## src/rtl/serial_subtractor.sv

```systemverilog
// Bit-serial LSB-first subtractor: one full-subtractor cell per clock, registered borrow.
// Computes a - b - bin over WIDTH cycles behind a start/busy/done handshake.
module serial_subtractor #(
  parameter int WIDTH = 8
) (
  input  logic             clk,
  input  logic             rst,
  input  logic             start,
  input  logic [WIDTH-1:0] a,
  input  logic [WIDTH-1:0] b,
  input  logic             bin,
  output logic             busy,
  output logic             done,
  output logic [WIDTH-1:0] diff,
  output logic             bout,
  output logic             ovf,
  output logic             zero
);

  localparam int CW = $clog2(WIDTH);

  typedef enum logic [1:0] {
    IDLE,
    SHIFT,
    DONE
  } state_t;

  state_t           state, state_next;
  logic [WIDTH-1:0] sa, sb, acc;
  logic             br, msb_a, msb_b;
  logic [CW-1:0]    cnt;

  logic             d, br_next, last;
  logic [WIDTH-1:0] acc_next;

  // One full-subtractor cell on the current LSBs.
  always_comb begin
    d        = sa[0] ^ sb[0] ^ br;
    br_next  = (~sa[0] & sb[0]) | (~sa[0] & br) | (sb[0] & br);
    acc_next = {d, acc[WIDTH-1:1]};
    last     = (cnt == CW'(WIDTH - 1));
  end

  // NOTE: sequential state uses non-blocking assignments so every register
  // samples pre-edge values regardless of statement order.
  always_ff @(posedge clk) begin
    if (rst) state <= IDLE;
    else     state <= state_next;
  end

  // NOTE: state_next is defaulted before the case so no path leaves it
  // unassigned, which would otherwise infer a latch.
  always_comb begin
    state_next = state;
    case (state)
      IDLE:    if (start) state_next = SHIFT;
      SHIFT:   if (last) state_next = DONE;
      DONE:    state_next = start ? SHIFT : IDLE;
      default: state_next = IDLE;
    endcase
  end

  assign busy = (state == SHIFT);
  assign done = (state == DONE);

  always_ff @(posedge clk) begin
    if (rst) begin
      sa    <= '0;
      sb    <= '0;
      acc   <= '0;
      br    <= 1'b0;
      msb_a <= 1'b0;
      msb_b <= 1'b0;
      cnt   <= '0;
      diff  <= '0;
      bout  <= 1'b0;
      ovf   <= 1'b0;
      zero  <= 1'b0;
    end else begin
      case (state)
        IDLE, DONE: begin
          if (start) begin
            sa    <= a;
            sb    <= b;
            br    <= bin;
            msb_a <= a[WIDTH-1];
            msb_b <= b[WIDTH-1];
            cnt   <= '0;
          end
        end
        SHIFT: begin
          br  <= br_next;
          acc <= acc_next;
          sa  <= sa >> 1;
          sb  <= sb >> 1;
          cnt <= cnt + 1'b1;
          // Results latch on the edge entering DONE from the final cell's
          // outputs, so they are already valid during the done cycle.
          if (last) begin
            diff <= acc_next;
            bout <= br_next;
            zero <= (acc_next == '0);
            ovf  <= (msb_a != msb_b) & (acc_next[WIDTH-1] != msb_a);
          end
        end
        default: ;
      endcase
    end
  end

endmodule

```

## config.mk

```make
export PLATFORM = sky130hd
export DESIGN_NAME = serial_subtractor
export DESIGN_NICKNAME = d
export VERILOG_FILES = /design/src/rtl/serial_subtractor.sv
export SDC_FILE = /design/constraint.sdc
export NUM_CORES = 1
export LEC_CHECK = 0
export CAP_MARGIN = 0
export CORE_MARGIN = 8
export CORE_UTILIZATION = 40
export CTS_CLUSTER_DIAMETER = 60
export DETAILED_ROUTE_END_ITERATION = 12
export GPL_TIMING_DRIVEN = 0
export SETUP_SLACK_MARGIN = 0.15
export SYNTH_ARGS = -nofsm -noshare
export SYNTH_HDL_FRONTEND = slang
export SYNTH_SLANG_ARGS = --single-unit
```

## constraint.sdc

```tcl
create_clock -name clk -period 3.2 [get_ports clk]
set_clock_uncertainty 0.05 [all_clocks]
set_input_delay 0.96 -clock clk [delete_from_list [all_inputs] [get_ports clk]]
set_output_delay 0.96 -clock clk [all_outputs]
set_load 0.03 [all_outputs]
```

### Yosys cells after proc, flatten, opt, wreduce, memory -nomap -nowiden

Index checks and enable logic that the tools add are counted.

* flip-flop bits (word level): 43
* latch bits: 0
* bits in writable memories: 0
* bits in read-only memories: 0
* output and inout port bits: 13
* word-level logic and storage cells: 50
* memories: 0

* $add $sub $neg: 1
* $mul: 0
* div/mod/pow operators: 0
* $lt $le $gt $ge: 0
* eq/ne operators: 8
* shift-type cells: 0
* muxes and demuxes: 12
* bitwise logic cells: 9
* reductions and logical operators: 8

Operator list (count)
* case mux 8 bit (2 select lines): 2
* 2-to-1 mux 8 bit: 2
* zero test 8 bit: 1
* AND reduction 2 bit: 4
* case mux 2 bit (3 select lines): 1
* case mux 3 bit (2 select lines): 1
* bitwise AND 1 bit: 4
* 2-to-1 mux 2 bit: 2
* != test 2 bit, second input constant: 2
* adder 3 x 1 -> 3 bit, second input constant: 1
* == test 3 bit, second input constant: 1
* 2-to-1 mux 3 bit: 1
* == test 2 x 1 -> 1 bit, second input constant: 1
* == test 2 bit, second input constant: 1
* zero test 2 bit: 1
* 2-to-1 mux 1 bit: 2
* != test 1 bit: 2
* != test 2 x 1 -> 1 bit, second input constant: 1
* OR 1 bit: 2
* case mux 1 bit (2 select lines): 1
* nonzero test 2 bit: 1
* OR reduction 2 bit: 1
* XOR 1 bit: 2
* inverter 1 bit: 1

### Logic depth before layout (Yosys ltp)

* depth in word-level cells: 5
* mapped depth: 6

### Least setup slack after synthesis

Ideal clock, no wire load.

* path kind: reg2out
* start: reg state[0]
* end: out busy
* data arrival time: 830 ps
* slack: 1360 ps
* stages on the path, launching flop included: 5
* buffers on the path: 2
* cells stage by stage: dfxtp_1 -> nand2b_1 -> buf_2 -> inv_1 -> buf_4

* longest elaborated chain between the ends: 1

Ends and longest elaborated chain
* from (decl): line 28 `state_t state, state_next;`
* from (signal assigned): line 48 `else state <= state_next;`
* == test 2 x 1 -> 1 bit: line 63 `assign busy = (state == SHIFT);`
* to (decl): line 12 `output logic busy,`

Every way passes these cells.

### Final worst setup path

Ends and elaborated chain as after synthesis.

==> out/qor.yml <==
status: "finished, final reports clean"
switching_share: 0.257
required_ps: 2190
period_share: 0.919
clk_path_buf_depth: 2
grt_pass1_wl_um: 6690
dp_hpwl_um: 2830
clkLatencyLatePin_ps: 300
grt_start_max_net_pins: 13
place_worst_setup_slack_ps: 585
synth_cell_types: 21
avgSynthCellArea_um2: 8.11
tightest_slew_ps: 540
synthTopCellsByArea: "dfxtp_1, nand2_1, a311oi_1, a21oi_1, nor2_1"
finalCriticalPeriod_ps: 2940
place.gp.congestion: 0.759
cp_num_buf_inv: 4
fin_util: 0.534
synth_top_area_cell: "dfxtp_1"
synth_top_area_share: 0.499
crit_arrival_ps: 1930
layout_setup_ws_ps: 261
critPathLaunchType: "flop"
cp-end-kind: "output pin"
worst_ir_drop_vdd_v: 0.000239
via_per_inst: 4.96
portBuffers: 31
grt_pass1_vias: 1437
cts_setup_buffers: 0
switchingPower_mw: 0.272
cts_sinks: 42
ios: 33
rsz0062_at_grt: "no"
synthCells: 208
drcViolationCount: 0
cpPeakStageDelay_ps: 690
setup_viol: 0
cts_made_buffers: 5
ant_nets: 0
syn_area_mm2: 0.00169
critPathSlowestCell: "clkdlybuf4s50_1"
die_area_mm2: 0.00655
cts_resized: 0
synth-warning-count: 0
cts-hold-fix-buffers: 0
antenna_found_initial: 0
cts_tree: "yes"
rows: 23
area_growth_pct: 27.5
maxCapViolations: 0
fmax_ghz: 0.340
clk_pin_slew_ps: 80
start_util: 0.419
final_max_slew_viol_count: 0
layout_common_cells: "nand2_1, dfxtp_1, clkdlybuf4s50_1, a21oi_1, nor2_1"
slew_headroom: 0.640
hp-class: "flop to flop"
htree_levels: 2
tns_ps: 0
seq_power_share: 0.534
antenna_cells: 0
route.final.wire_length_um: 4010
clock_power_share: 0.333
synth_fp_nets: 231
vias: 1474
ctsRootBufferMaster: "clkbuf_8"
first_pass_iters: 4
grt.total_usage: 0.131
synth-seq-cells: 42
ys_seq_area_frac: 0.499
hold_viol_final: 0
critPathTopFamily: "buffers and inverters"
drt_iter0_drc: 95
path_class: "flop to output pin"
cp_max_fo: 10
drive_above_1_share: 0.0729
power_leakage_nw: 0.788
p_int_mw: 0.787
p_per_area_mw_per_mm2: 492
final_common_cell: "nand2_1"
overflow: 0
die_h_um: 80.9
final_nets: 269
r2r_slack_ps: 1410
wl_per_cell_um: 13.5
die_w_um: 80.9
share_comb_of_total_power: 0.133
cp_cell_sequence: "nand2b_1, buf_2, inv_1, buf_4, clkdlybuf4s50_1"
core_mm2: 0.00403
## stage by stage
stage | hold WS [ps] | cells | power [mW] | area (um^2)
6_report | 405 | 297 | 1.06 | 2150
5_1_grt | 432 | 297 | 1.11 | 2150
4_1_cts | 410 | 297 | 1.07 | 2150
3_5_place_dp | 399 | 289 | 0.718 | 2060
3_3_place_gp | 394 | 289 | 0.718 | 2060
2_1_floorplan | 395 | 208 | 0.664 | 1690
## tightest hold or removal path, stage by stage, from the launching register on
cell	delay (ps)
dfxtp_1	310
nand2_1	50
a21oi_1	50
## power by group through the flow
stage	clock, mW	sequential (mW)	combinational (mW)
final	0.353	0.565	0.141
after global routing	0.386	0.568	0.159
after CTS	0.364	0.565	0.142
after detailed placement	0	0.577	0.142
after global placement	0	0.577	0.142
after floorplan	0	0.573	0.0909
## cell usage after synthesis, drive strengths merged
master	number
nor2b	2
a211oi	3
a21oi	23
dfxtp	42
buf	10
fa	1
o21a	1
or2b	1
and3b	1
nand2	65
clkbuf	7
a311oi	15
ha	2
nand2b	2
nor4b	1
nor4	1
nor2	21
nand3	6
nand3b	2
inv	2
## sequential cells by signal, indices dropped and copies added (netlist names)
| name | flops |
|---|---|
| bout | 1 |
| cnt | 3 |
| msb_a | 1 |
| zero | 1 |
| msb_b | 1 |
| state | 2 |
| br | 1 |
| sb | 8 |
| acc | 7 |
| ovf | 1 |
| diff | 8 |
| sa | 8 |
## cells by family (layout without fill, tap and decap cells)
group,after synthesis,count (layout),share of synthesized area
simple gates,102,102,0.252
compound gates,42,42,0.164
flops,42,42,0.499
buf+inv,19,58,0.0586
fa+ha+maj,3,3,0.0267
## cell type report
cell class	instances	area, um^2
well taps	50	62.6
inverters	2	7.51
repair buffers	31	310
flip-flops and latches	42	841
plain buffers	17	91.3
multi-input cells	147	747
clock inverters	1	5.00
fillers	406	1880
clock buffers	7	86.3
## routing by layer
layer | vias to the layer above | track usage | part of all wire
met5 | - | 0 | 0
met4 | 0 | 0.0696 | 0.016
met3 | 7 | 0.0364 | 0.052
met2 | 29 | 0.196 | 0.42
met1 | 659 | 0.169 | 0.51
li1 | 779 | - | -
## worst paths after layout
path                                from  cells after the start       to
worst max register to register     sa[0]                      5     zero
worst min-delay path             diff[0]                      2  diff[0]
worst min register to register   diff[0]                      2  diff[0]
worst max-delay path            state[0]                      5     busy
(Power assumes the default switching activity.)
